`config.mk`:
```
export PLATFORM = sky130hd
export DESIGN_NAME = bus_initiator
export DESIGN_NICKNAME = d
export VERILOG_FILES = /design/src/rtl/bus_initiator.sv
export SDC_FILE = /design/constraint.sdc
export NUM_CORES = 1
export LEC_CHECK = 0
export BUFFER_PORTS_ARGS = -buffer_cell sky130_fd_sc_hd__buf_2
export CORE_ASPECT_RATIO = 1.2
export CORE_MARGIN = 5
export CORE_UTILIZATION = 35
export DETAILED_ROUTE_END_ITERATION = 8
export HOLD_SLACK_MARGIN = 0.12
export SLEW_MARGIN = 25
export SYNTH_ARGS = -nofsm -noshare
export SYNTH_HDL_FRONTEND = slang
export SYNTH_SLANG_ARGS = --single-unit
```
`constraint.sdc`:
```
create_clock -name clk -period 5.35 [get_ports clk]
set_clock_uncertainty 0.2 [all_clocks]
set_input_delay 0.2675 -clock clk [delete_from_list [all_inputs] [get_ports clk]]
set_output_delay 0.2675 -clock clk [all_outputs]
set_load 0.01 [all_outputs]
```
`src/rtl/bus_initiator.sv`:
```
// -----------------------------------------------------------------------------
// bus_initiator
//
// Initiator (bus master) end of the CS_/As_/RW/Rdy_ peripheral bus. The block
// accepts one read or write at a time from a local requester. It drives the
// address strobe and the address/data lines, then waits for the responder to
// pull Rdy_ low. It returns the read data to the requester with a one-cycle
// completion pulse. CS_ is produced outside this block by the address decoder.
//
// A watchdog limits how long an access may wait for Rdy_. When the limit is
// reached the access ends with rsp_err set, so an absent or hung responder
// cannot lock up the bus.
//
// Parameters
//   ADDR_W   word-address width of req_addr / Addr
//   DATA_W   data width of all data ports
//   TIMEOUT  maximum ACCESS cycles spent waiting for Rdy_ (0 = no limit)
//   TO_W     watchdog counter width; must be able to hold TIMEOUT
//
// Ports
//   clk        in   single clock, all logic on its rising edge
//   reset      in   asynchronous, active-high reset
//   req_valid  in   request present
//   req_ready  out  request accepted on an edge where req_valid & req_ready
//   req_rw     in   1 = read, 0 = write
//   req_addr   in   word address of the request
//   req_wdata  in   write data of the request
//   rsp_valid  out  one-cycle completion pulse
//   rsp_rdata  out  read data (0 for writes and timed-out accesses)
//   rsp_err    out  1 = access timed out; qualified by rsp_valid
//   As_        out  address strobe, active low
//   RW         out  bus direction, 1 = read, 0 = write
//   Addr       out  bus word address
//   WrData     out  bus write data
//   RdData     in   responder read data, valid while Rdy_ = 0
//   Rdy_       in   responder ready, active low
// -----------------------------------------------------------------------------
module bus_initiator #(
  parameter int ADDR_W  = 30,
  parameter int DATA_W  = 32,
  parameter int TIMEOUT = 16,
  parameter int TO_W    = 5
) (
  input  logic              clk,
  input  logic              reset,
  // requester side
  input  logic              req_valid,
  output logic              req_ready,
  input  logic              req_rw,
  input  logic [ADDR_W-1:0] req_addr,
  input  logic [DATA_W-1:0] req_wdata,
  output logic              rsp_valid,
  output logic [DATA_W-1:0] rsp_rdata,
  output logic              rsp_err,
  // bus side
  output logic              As_,
  output logic              RW,
  output logic [ADDR_W-1:0] Addr,
  output logic [DATA_W-1:0] WrData,
  input  logic [DATA_W-1:0] RdData,
  input  logic              Rdy_
);

  typedef enum logic [1:0] {
    S_IDLE   = 2'd0,
    S_ACCESS = 2'd1,
    S_RESP   = 2'd2
  } state_e;

  // The watchdog fires when the count already equals TIMEOUT-1 and Rdy_ is
  // still high. Together with the cycle of the accept edge, this gives exactly
  // TIMEOUT cycles of As_ low.
  localparam bit              WD_EN   = (TIMEOUT != 0);
  localparam logic [TO_W-1:0] WD_LAST = (TIMEOUT == 0) ? '0 : TO_W'(TIMEOUT - 1);

  state_e              state_q,     state_d;
  logic                as_n_q,      as_n_d;
  logic                rw_q,        rw_d;
  logic [ADDR_W-1:0]   addr_q,      addr_d;
  logic [DATA_W-1:0]   wdata_q,     wdata_d;
  logic [TO_W-1:0]     wd_q,        wd_d;
  logic                rsp_valid_q, rsp_valid_d;
  logic [DATA_W-1:0]   rsp_rdata_q, rsp_rdata_d;
  logic                rsp_err_q,   rsp_err_d;

  // A new request can be taken in RESP as well as in IDLE. By the time the next
  // ACCESS samples Rdy_, the responder has seen As_ high for one edge, so its
  // previous Rdy_ = 0 has already gone away.
  assign req_ready = (state_q == S_IDLE) || (state_q == S_RESP);

  // ---------------------------------------------------------------------------
  // Next-state and output logic
  // ---------------------------------------------------------------------------
  always_comb begin
    // NOTE: every signal gets a default before the case statement, so no path
    // can leave one unassigned and infer a latch.
    state_d     = state_q;
    as_n_d      = as_n_q;
    rw_d        = rw_q;
    addr_d      = addr_q;
    wdata_d     = wdata_q;
    wd_d        = wd_q;
    rsp_valid_d = 1'b0;          // completion is a single-cycle pulse
    rsp_rdata_d = rsp_rdata_q;   // response data holds until the next completion
    rsp_err_d   = rsp_err_q;

    unique case (state_q)
      // Rdy_ is deliberately ignored here. A stale low after reset or after a
      // completion must not be mistaken for a handshake.
      S_IDLE, S_RESP: begin
        if (req_valid) begin
          rw_d    = req_rw;
          addr_d  = req_addr;
          wdata_d = req_wdata;
          as_n_d  = 1'b0;
          wd_d    = '0;
          state_d = S_ACCESS;
        end else begin
          // RW/Addr/WrData keep their last values when the bus goes idle.
          state_d = S_IDLE;
        end
      end

      S_ACCESS: begin
        if (!Rdy_) begin
          // A ready on the same edge the watchdog would fire still counts as a
          // normal completion.
          rsp_rdata_d = rw_q ? RdData : '0;
          rsp_err_d   = 1'b0;
          rsp_valid_d = 1'b1;
          as_n_d      = 1'b1;
          state_d     = S_RESP;
        end else if (WD_EN && (wd_q == WD_LAST)) begin
          rsp_rdata_d = '0;
          rsp_err_d   = 1'b1;
          rsp_valid_d = 1'b1;
          as_n_d      = 1'b1;
          state_d     = S_RESP;
        end else begin
          wd_d = wd_q + 1'b1;
        end
      end

      default: begin
        as_n_d  = 1'b1;
        state_d = S_IDLE;
      end
    endcase
  end

  // ---------------------------------------------------------------------------
  // State and output registers
  // ---------------------------------------------------------------------------
  // Reset also drives the bus back to idle straight away, in the middle of an
  // access too. The aborted access gets no response.
  always_ff @(posedge clk or posedge reset) begin
    if (reset) begin
      state_q     <= S_IDLE;
      as_n_q      <= 1'b1;
      rw_q        <= 1'b1;
      addr_q      <= '0;
      wdata_q     <= '0;
      wd_q        <= '0;
      rsp_valid_q <= 1'b0;
      rsp_rdata_q <= '0;
      rsp_err_q   <= 1'b0;
    end else begin
      // NOTE: non-blocking assignments make every register load from the value
      // it had before the edge, whatever order these lines are written in.
      state_q     <= state_d;
      as_n_q      <= as_n_d;
      rw_q        <= rw_d;
      addr_q      <= addr_d;
      wdata_q     <= wdata_d;
      wd_q        <= wd_d;
      rsp_valid_q <= rsp_valid_d;
      rsp_rdata_q <= rsp_rdata_d;
      rsp_err_q   <= rsp_err_d;
    end
  end

  assign As_       = as_n_q;
  assign RW        = rw_q;
  assign Addr      = addr_q;
  assign WrData    = wdata_q;
  assign rsp_valid = rsp_valid_q;
  assign rsp_rdata = rsp_rdata_q;
  assign rsp_err   = rsp_err_q;

endmodule
```
==> out/metrics.yaml, run 1 <==
status: "finished, final reports clean"
fin_crit_ps: 2440
cts.htree.levels: 3
ys_types: 27
synth_largest_area_cell: "dfrtp_1"
rr_startpoint: "state_q[0]$_DFFE_PP0P_"
critPathLaunchType: "input pin"
drive_gt1_share_pct: 33.0
ys_ff_latch: 105
wl_per_cell_um: 14.7
tns_ps: 0
placedInstanceArea_um2: 5110
synth_top_cell_area_share_pct: 64.9
vias_per_cell: 4.51
drt_iter0_drc: 249
grt_max_degree: 60
holdWs_ps: 272
die_h_um: 127
worstMarginPinSlew_ps: 762
ff2ff_path_depth: 4
synth_area_leaders: "dfrtp_1 65%, nand2_1 18%, a22o_1 7.3%"
die_area_um2: 13600
holdPathStages: 2
area_growth_pct: 60.9
critPathMaxStageDelay_ps: 640
ctsLongestPathBuffers: 2
gp_congestion: 0.783
critical_path.max_fanout: 34
n_fill_cell: 950
start_util_pct: 35.8
ant_nets: 0
cap_violations: 0
post-route-period-util_pct: 45.6
drt_first_pass_iters: 4
r2r_setup_slack_ps: 3020
cts_buffers: 9
cts_tree: "built"
dieWidth_um: 107
root_buffer: "clkbuf_16"
synth_cells: 385
grt_pass1_wl_um: 19700
mostFrequentLayoutCell: "buf_2"
endpoint_kind: "flop"
cts.repair.resized: 0
worst_ep_required_time_ps: 5370
layout.nets: 777
track_usage_pct: 18.1
port_buffers: 197
grt_antenna_before_repair: 0
ys_seq_area_share_pct: 66.2
hold_class: "reg -> reg"
coreArea_um2: 11100
cp_data_arrival_time_ps: 2460
setup_viol: 0
crit_type: "in -> reg"
drcViolationCount: 0
synth_area_um2: 3970
syn-mean-instance-area_um2: 10.3
yosysWarnings: 0
hold_violations: 0
min_from: "Addr[17]$_DFFE_PP0P_"
synth_nets: 486
ios: 198
clock_sinks: 105
mostFrequentLayoutCells: "197 x buf_2, 190 x nand2_1, 103 x dfrtp_1, 98 x dlygate4sd3_1, 33 x a22o_1"
vias: 3768
hold_end: "Addr[17]$_DFFE_PP0P_"
design_power_total_w: 0.00240
critical-path-slowest-cell: "nor2b_4"
vdd_drop_max_mv: 0.180
wirelength_um: 12300
clock_latency_ps: 330
power_leakage_nw: 3.53
clk_pin_slew_ps: 70
slew_violations: 0
grt_overflow_total: 0
critical_path.reg2reg.endpoint: "wd_q[3]$_DFFE_PP0P_"
design_area_um2: 6390
path_cells: "dlygate4sd3_1 > buf_2 > nor2b_4 > buf_4 > nor2_1 > a211o_1"
slew_headroom_pct: 49.1
max_freq_mhz: 410
grt_pass1_vias: 4040
core.rowCount: 42
rsz0062_at_grt: "false"
powerDensity_nw_per_um2: 375
dpl.hpwl_um: 7610
==> worst max-delay path by stage <==
| stage | cells after the start | slack (ps) | endpoint | from |
|---|---|---|---|---|
| final | 6 | 2910 | wd_q[3]$_DFFE_PP0P_ | req_valid |
| after global routing | 6 | 2760 | wd_q[3]$_DFFE_PP0P_ | req_valid |
| after CTS | 6 | 2880 | wd_q[3]$_DFFE_PP0P_ | req_valid |
| after detailed placement | 4 | 2990 | wd_q[3]$_DFFE_PP0P_ | state_q[0]$_DFFE_PP0P_ |
| after global placement | 6 | 2820 | rsp_rdata[3]$_DFFE_PP0P_ | wd_q[0]$_DFFE_PP0P_ |
| after floorplan | 1 | 2130 | Addr[0]$_DFFE_PP0P_ | reset |
==> metrics by stage <==
stage / instances / util [%] / worst slack [ps]
finish: 836 / 57.6 / 2910
global placement: 719 / 45.9 / 2820
CTS: 835 / 57.6 / 2880
floorplan: 385 / - / 2130
global route: 835 / 57.6 / 2760
detailed placement: 721 / 46.1 / 2990
==> Yosys cell counts <==
cell type	count
nor3b_1	1
nand2b_1	4
buf_1	3
a22o_1	33
o31ai_1	1
dfstp_2	2
buf_4	3
o22ai_1	1
and4bb_2	1
nor3b_4	1
and2b_1	1
nand2_1	191
dfrtp_1	103
nor3_1	1
o21ai_0	2
inv_1	6
nand3_1	4
clkbuf_1	3
and3_1	2
a21oi_1	2
nand4bb_1	1
a2111oi_0	1
ha_1	2
buf_2	11
nor2_1	3
nor2b_1	1
a211o_1	1
==> sequential cells by signal (all words and copies together) (netlist names) <==
name / count
rsp_err: 1
As_: 1
Addr: 30
rsp_valid: 1
rsp_rdata: 32
WrData: 32
wd_q: 5
state_q: 2
RW: 1
==> power by group <==
part / leakage, nW / internal [W] / switching (W)
logic: 2.06 / 0.000304 / 0.000350
clock network: 0.139 / 0.000365 / 0.000288
registers: 1.33 / 0.000980 / 0.000109
total: 3.53 / 0.00165 / 0.000748
==> logic make-up after synthesis <==
logic type | after synthesis | share of synthesized area [%]
buffers and inverters | 26 | 3.09
AO/OA/AOI/OAI | 41 | 8.57
AND/OR/NAND/NOR | 211 | 21.5
adder cells (fa/ha/maj) | 2 | 0.630
flip-flops | 105 | 66.2
==> routing by layer <==
metal / wire [um] / track usage [%] / vias up / share of wire [%]
met4: 513 / 9.18 / 0 / 4.2
met5: 0 / 0 / - / 0
met2: 6320 / 31.7 / 141 / 51
li1: - / - / 1821 / -
met1: 4740 / 20.2 / 1765 / 39
met3: 732 / 4.52 / 41 / 5.9
==> layout make-up <==
cell class / instances / area, um2 / share of cell area, %
Clock inverter: 6 / 67.6 / 1.06
Sequential cell: 105 / 2630 / 41.2
Timing Repair Buffer: 300 / 2010 / 31.5
Antenna cell: 1 / 2.50 / 0.0392
Tap cell: 154 / 193 / 3.01
Inverter: 6 / 25.0 / 0.392
Multi-Input combinational cell: 254 / 1230 / 19.3
Clock buffer: 10 / 229 / 3.58
==> worst max-delay path: cells and delay by family <==
family | cells | cell delay [ps]
compound gates | 1 | 310
simple gates | 2 | 790
buf+inv | 3 | 1100
==> repair_timing <==
item                      4_1_cts  5_1_grt
setup buffers                   0        0
hold endpoints to repair      143        0
hold buffers                   98        0
Power figures use the tool's default switching activity.
==> run 2, diff against run 1 <==
- ABC_AREA: unset -> 1
- clock period: 5.35 -> 2.3 ns (I/O delays scaled with it)
==> run 2 against run 1 <==
Effect of this change:
- combinational power up 140%
- largest cell class unchanged
- flip-flop and latch count unchanged
- critical path type is now reg -> reg
- core utilization about the same
- first-iteration DRC count fell by 7.2%
- cell count grew 11%
==> out/metrics.yaml, run 2 <==
status: "finished, final reports clean"  # unchanged
dpl.hpwl_um: 7860  # was 7610 um
fin_cells: 925  # was 836
ys_ff_latch: 105  # unchanged
fin_util_pct: 57.6  # about the same
tns_ps: 0  # unchanged
ant_nets: 0  # unchanged
core.rowCount: 43  # was 42
path_cells: "ha_1 > nand2_1 > nor2_1 > ha_1 > inv_1 > nand2_1 > nand2_2 > buf_12 > nand2_1 > nand2_1"  # was dlygate4sd3_1 > buf_2 > nor2b_4 > buf_4 > nor2_1 > a211o_1
critical_path.max_fanout: 21  # was 34
hold_violations: 0  # unchanged
synth_nets: 561  # was 486
area_growth_pct: 61.3  # was 60.9%
die_h_um: 129  # was 127 um
crit_type: "reg -> reg"  # was in -> reg
worstMarginPinSlew_ps: 708  # was 762 ps
power_leakage_nw: 3.72  # was 3.53 nW
layout.nets: 864  # was 777
grt_overflow_total: 0  # unchanged
drive_gt1_share_pct: 29.8  # was 33.0%
root_buffer: "clkbuf_16"  # unchanged
grt_antenna_before_repair: 0  # unchanged
post-cts-setup-buffers: 0  # unchanged
syn-mean-instance-area_um2: 8.98  # was 10.3 um2
mostFrequentLayoutCells: "270 x nand2_1, 197 x buf_2, 111 x dlygate4sd3_1, 103 x dfrtp_1, 35 x nand3_1"  # was 197 x buf_2, 190 x nand2_1, 103 x dfrtp_1, 98 x dlygate4sd3_1, 33 x a22o_1
drt_first_pass_iters: 4  # unchanged
endpoint_kind: "flop"  # unchanged
synth_largest_area_cell: "dfrtp_1"  # unchanged
drt_iter0_drc: 231  # was 249
ys_async_sr_fraction_pct: 100  # unchanged
synth_common_cells: "270 x nand2_1, 103 x dfrtp_1, 35 x nand3_1"  # was 191 x nand2_1, 103 x dfrtp_1, 33 x a22o_1
ys_seq_area_share_pct: 63.7  # was 66.2%
grt_pass1_wl_um: 20600  # was 19700 um
start_util_pct: 35.7  # was 35.8%
clock_sinks: 105  # unchanged
cp_data_arrival_time_ps: 2010  # was 2460 ps
cts_hold_buf: 111  # was 98
cap_violations: 0  # unchanged
synth_most_common_cell: "nand2_1"  # unchanged
max_freq_mhz: 517
slew_headroom_pct: 52.7  # was 49.1%
rsz0062_at_grt: "false"  # unchanged
track_usage_pct: 18.3  # was 18.1%
setup_viol: 0  # unchanged
drcViolationCount: 0  # unchanged
clock_latency_ps: 330  # about the same
grt_max_degree: 66  # was 60
coreArea_um2: 11600  # was 11100 um2
vias: 4095  # was 3768
synth_cells: 460  # was 385
post-route-period-util_pct: 84.1
synth_area_leaders: "dfrtp_1 62%, nand2_1 25%, nand3_1 4.2%"  # was dfrtp_1 65%, nand2_1 18%, a22o_1 7.3%
wirelength_um: 12600  # was 12300 um
port_buffers: 197  # unchanged
ys_types: 19  # was 27
cts.htree.levels: 3  # unchanged
cts_tree: "built"  # unchanged
mostFrequentLayoutCell: "nand2_1"  # was buf_2
fin_crit_ps: 1930
wl_per_cell_um: 13.6  # was 14.7 um
synth_top_cell_area_share_pct: 62.4  # was 64.9%
synth_top_flop_cell: "dfrtp_1"  # unchanged
worst_ep_required_time_ps: 2370  # was 5370 ps
critPathLaunchType: "flop"  # was input pin
synth_area_um2: 4130  # was 3970 um2
vdd_drop_max_mv: 0.376  # was 0.180 mV
dp.cells: 798  # was 721
ios: 198  # unchanged
critical-path-slowest-cell: "dfrtp_1"  # was nor2b_4
yosysWarnings: 0  # unchanged
powerDensity_nw_per_um2: 849  # was 375 nW/um2
synth_edf_count: 0  # unchanged
crit_top_cell: "nand2_1"
critPathMaxStageDelay_ps: 420  # was 640 ps
vias_per_cell: 4.43  # was 4.51
dieWidth_um: 109  # was 107 um
slew_violations: 0  # unchanged
cts.repair.resized: 0  # unchanged
ctsLongestPathBuffers: 2  # unchanged
gp_congestion: 0.712  # was 0.783
grt_pass1_vias: 4378  # was 4040
hold_class: "in -> reg"  # was reg -> reg
antenna_cells: 0  # was 1
clk_pin_slew_ps: 60  # was 70 ps
cts_buffers: 9  # unchanged
die_area_um2: 14100  # was 13600 um2
run 2: worst paths after layout:
check	end	cells after the start	slack [ps]	from
min	RW$_DFFE_PP1P_	5	220	req_valid
max in group asynchronous	As_$_DFFE_PP1P_	4	930	reset
max reg2reg	rsp_err$_DFFE_PP0P_	10	370	wd_q[0]$_DFFE_PP0P_
min reg2reg	rsp_rdata[7]$_DFFE_PP0P_	2	280	rsp_rdata[7]$_DFFE_PP0P_
max	rsp_err$_DFFE_PP0P_	10	370	wd_q[0]$_DFFE_PP0P_
min in group asynchronous	wd_q[1]$_DFFE_PP0P_	3	280	reset
run 2: per-stage QoR:
| stage | cell area [um2] | total power (W) | worst slack [ps] | hold WS [ps] |
|---|---|---|---|---|
| global route | 6660 | 0.00605 | 191 | 280 |
| global placement | 5250 | 0.00399 | 424 | 62.4 |
| detailed placement | 5250 | 0.00402 | 382 | 70.2 |
| floorplan | 4130 | 0.00333 | 631 | 5.93 |
| CTS | 6660 | 0.00573 | 373 | 228 |
| finish | 6660 | 0.00566 | 365 | 221 |
run 2: logic make-up (layout without fill, tap and decap cells):
group,count (synthesis),count (layout),synth area share [%]
AND/OR/NAND/NOR,316,316,30.6
flip-flops,105,105,63.7
adder cells (fa/ha/maj),2,2,0.606
buffers and inverters,32,340,4.51
AO/OA/AOI/OAI,5,5,0.606
run 2: where the power goes:
part	switching [W]	internal, W	total [W]
combinational	0.000866	0.000703	0.00157
clock	0.000638	0.000877	0.00151
sequential	0.000288	0.00229	0.00257
run 2: final cells by class:
class,count,area (um2)
timing repair buffer,315,2190
fill,1022,4900
multi-input combinational,323,1310
sequential,105,2630
clock buffer,12,246
tap,157,196
clock inverter,4,52.6
inverter,9,37.5
run 2: per-layer routing:
metal	GRT usage, %	routed length (um)	vias to the layer above
li1	-	-	2013
met1	21.8	5020	1909
met2	32.2	6410	152
met3	4.52	887	21
met4	5.94	238	0
met5	0	0	-
run 2: critical path, delay by kind of cell, from the launching register on:
kind | cells | cell delay (ps)
simple gates | 6 | 580
fa+ha+maj | 2 | 400
flops | 1 | 420
buf+inv | 2 | 270
==> run 3, diff against run 2 <==
- ABC_AREA: 1 -> 0
- clock period: 2.3 -> 1.9 ns (I/O delays scaled with it)
==> run 3 against run 2 <==
Effect of this change:
- the run now ends with negative setup slack left
- power up 24%
- die area decreased by 3.5%
- first-iteration DRC count decreased by 13%
- worst hold slack gained 49 ps
- clock power grew 30%
- count of clock-buffer cells in the layout fell by 2
- largest cell class unchanged
- register-to-register slack worse by 370 ps
- global-route usage is 0.22 points lower
- routed wire length up 1.9%
==> out/metrics.yaml, run 3 (synthesis gave the netlist of run 1 again) <==
antenna_cells: 0  # unchanged
placedInstanceArea_um2: 5220  # was 5250 um2
drt_iter0_drc: 200  # was 231
endpoint_kind: "flop"  # unchanged
p_seq_share_pct: 43.7  # was 45.5%
dpl.hpwl_um: 7870  # was 7860 um
worstMarginPinSlew_ps: 436  # was 708 ps
slew_violations: 0  # unchanged
hold_class: "reg -> reg"  # was in -> reg
die_h_um: 127  # was 129 um
ant_nets: 0  # unchanged
mostFrequentLayoutCell: "buf_2"  # was nand2_1
vias: 3836  # was 4095
crit_type: "reg -> reg"  # unchanged
violations: "negative setup slack"
design_area_um2: 6660  # about the same
cts_buffers: 9  # unchanged
root_buffer: "clkbuf_16"  # unchanged
critPathMaxStageDelay_ps: 390  # was 420 ps
fin_crit_ps: 1910  # was 1930 ps
critical_path.max_fanout: 4  # was 21
layout.nets: 791  # was 864
wl_per_cell_um: 15.1  # was 13.6 um
cts_tree: "built"  # unchanged
power_frac_clock_pct: 28.1  # was 26.8%
worst_ep_required_time_ps: 1920  # was 2370 ps
setup_viol: 1  # was 0
clock_sinks: 105  # unchanged
slew_headroom_pct: 70.9  # was 52.7%
mostFrequentLayoutCells: "197 x buf_2, 190 x nand2_1, 103 x dfrtp_1, 99 x dlygate4sd3_1, 33 x a22o_1"  # was 270 x nand2_1, 197 x buf_2, 111 x dlygate4sd3_1, 103 x dfrtp_1, 35 x nand3_1
grt_pass1_wl_um: 19700  # was 20600 um
critPathLaunchType: "flop"  # unchanged
grtUsageMet1_pct: 21.0  # was 21.8%
core.rowCount: 42  # was 43
clk_pin_slew_ps: 70  # was 60 ps
top_usage_layer: "met2"  # unchanged
p_comb_share_pct: 28.3  # was 27.7%
track_usage_pct: 18.1  # was 18.3%
internal_power_w: 0.00488  # was 0.00387 W
dp.cells: 728  # was 798
drt_first_pass_iters: 4  # unchanged
vdd_drop_max_mv: 0.564  # was 0.376 mV
powerDensity_nw_per_um2: 1050  # was 849 nW/um2
p_sw_share_pct: 30.2  # was 31.7%
p_sw_w: 0.00211  # was 0.00179 W
grt_max_degree: 49  # was 66
critical-path-slowest-cell: "dfrtp_1"  # unchanged
tns_ps: -6.60  # was 0 ps
port_buffers: 197  # unchanged
start_util_pct: 35.8  # was 35.7%
cp_data_arrival_time_ps: 1930  # was 2010 ps
ios: 198  # unchanged
drive_gt1_share_pct: 35.2  # was 29.8%
vias_per_cell: 4.52  # was 4.43
grt_antenna_before_repair: 0  # unchanged
fin_cells: 848  # was 925
worst_slack_ps: -6.60  # was 365 ps
dieWidth_um: 107  # was 109 um
grt_overflow_total: 0  # unchanged
die_area_um2: 13600  # was 14100 um2
grt_pass1_vias: 4057  # was 4378
area_growth_pct: 67.6  # was 61.3%
gp_congestion: 0.737  # was 0.712
drcViolationCount: 0  # unchanged
path_cells: "ha_2 > and3_4 > ha_4 > and4bb_2 > nor2_4 > a211o_1"  # was ha_1 > nand2_1 > nor2_1 > ha_1 > inv_1 > nand2_1 > nand2_2 > buf_12 > nand2_1 > nand2_1
met2_usage_pct: 31.8  # was 32.2%
hold_violations: 0  # unchanged
clock_latency_ps: 330  # about the same
post-route-period-util_pct: 100  # was 84.1%
cap_violations: 0  # unchanged
max_freq_mhz: 524  # was 517 MHz
status: "finished, violations left"  # was finished, final reports clean
wirelength_um: 12800  # was 12600 um
power_leakage_nw: 3.65  # was 3.72 nW
use_met3_pct: 4.07  # was 4.52%
coreArea_um2: 11100  # was 11600 um2
rsz0062_at_grt: "true"  # was false
cts.htree.levels: 3  # unchanged
ctsLongestPathBuffers: 2  # unchanged
-- run 3: final cells by class --
cell class | instances | area [um2]
multi-input combinational | 254 | 1270
inverter | 6 | 26.3
clock buffer | 10 | 239
clock inverter | 5 | 80.1
tap | 154 | 193
timing repair buffer | 314 | 2220
sequential | 105 | 2630
fill | 904 | 4430
-- run 3: power by group through the flow --
stage	combinational (W)	sequential [W]	clock, W
3_3_place_gp	0.00172	0.00307	0
6_report	0.00198	0.00306	0.00196
3_5_place_dp	0.00176	0.00308	0
5_1_grt	0.00216	0.00312	0.00211
2_1_floorplan	0.000646	0.00331	0
4_1_cts	0.00193	0.00305	0.00203
-- run 3: timing repair --
item                                   in CTS  in global routing
pin swaps                                   4                  1
cloned                                      0                  4
hold buffers                               99                  0
setup endpoints to repair                  19                 35
resized for setup                           5                  5
setup buffers                               1                  1
endpoints found under the hold margin     207                  0
-- run 3: path summary, 6_finish.rpt --
path | slack (ps) | start | depth (start not counted) | end
worst min register to register | 270 | WrData[5]$_DFFE_PP0P_ | 2 | WrData[5]$_DFFE_PP0P_
max in group asynchronous | 300 | reset | 5 | As_$_DFFE_PP1P_
min in group asynchronous | 650 | reset | 4 | Addr[7]$_DFFE_PP0P_
worst max-delay path | -7 | wd_q[1]$_DFFE_PP0P_ | 6 | wd_q[3]$_DFFE_PP0P_
worst min-delay path | 270 | WrData[5]$_DFFE_PP0P_ | 2 | WrData[5]$_DFFE_PP0P_
worst max register to register | -7 | wd_q[1]$_DFFE_PP0P_ | 6 | wd_q[3]$_DFFE_PP0P_
-- run 3: critical path: cells and delay by family, from the launching register on --
| kind | cells | cell delay (ps) |
|---|---|---|
| AO/OA/AOI/OAI | 1 | 250 |
| adder cells (fa/ha/maj) | 2 | 360 |
| flip-flops | 1 | 390 |
| AND/OR/NAND/NOR | 3 | 590 |
-- run 3: through the flow --
step | power, W | utilization (%) | setup WS, ps | hold WS (ps)
finish | 0.00700 | 60.1 | -6.60 | 270
floorplan | 0.00396 | - | 13.7 | -21.9
CTS | 0.00701 | 59.2 | 17.2 | 270
global route | 0.00739 | 60.1 | -36.3 | 280
detailed placement | 0.00484 | 47.1 | -62.2 | -155
global placement | 0.00479 | 47.1 | -7.19 | -152
-- run 3: metal layers --
metal	up-vias	part of all wire (%)
met5	-	0
met4	0	3.4
met1	1825	40
met3	33	5.6
met2	139	51
li1	1839	-
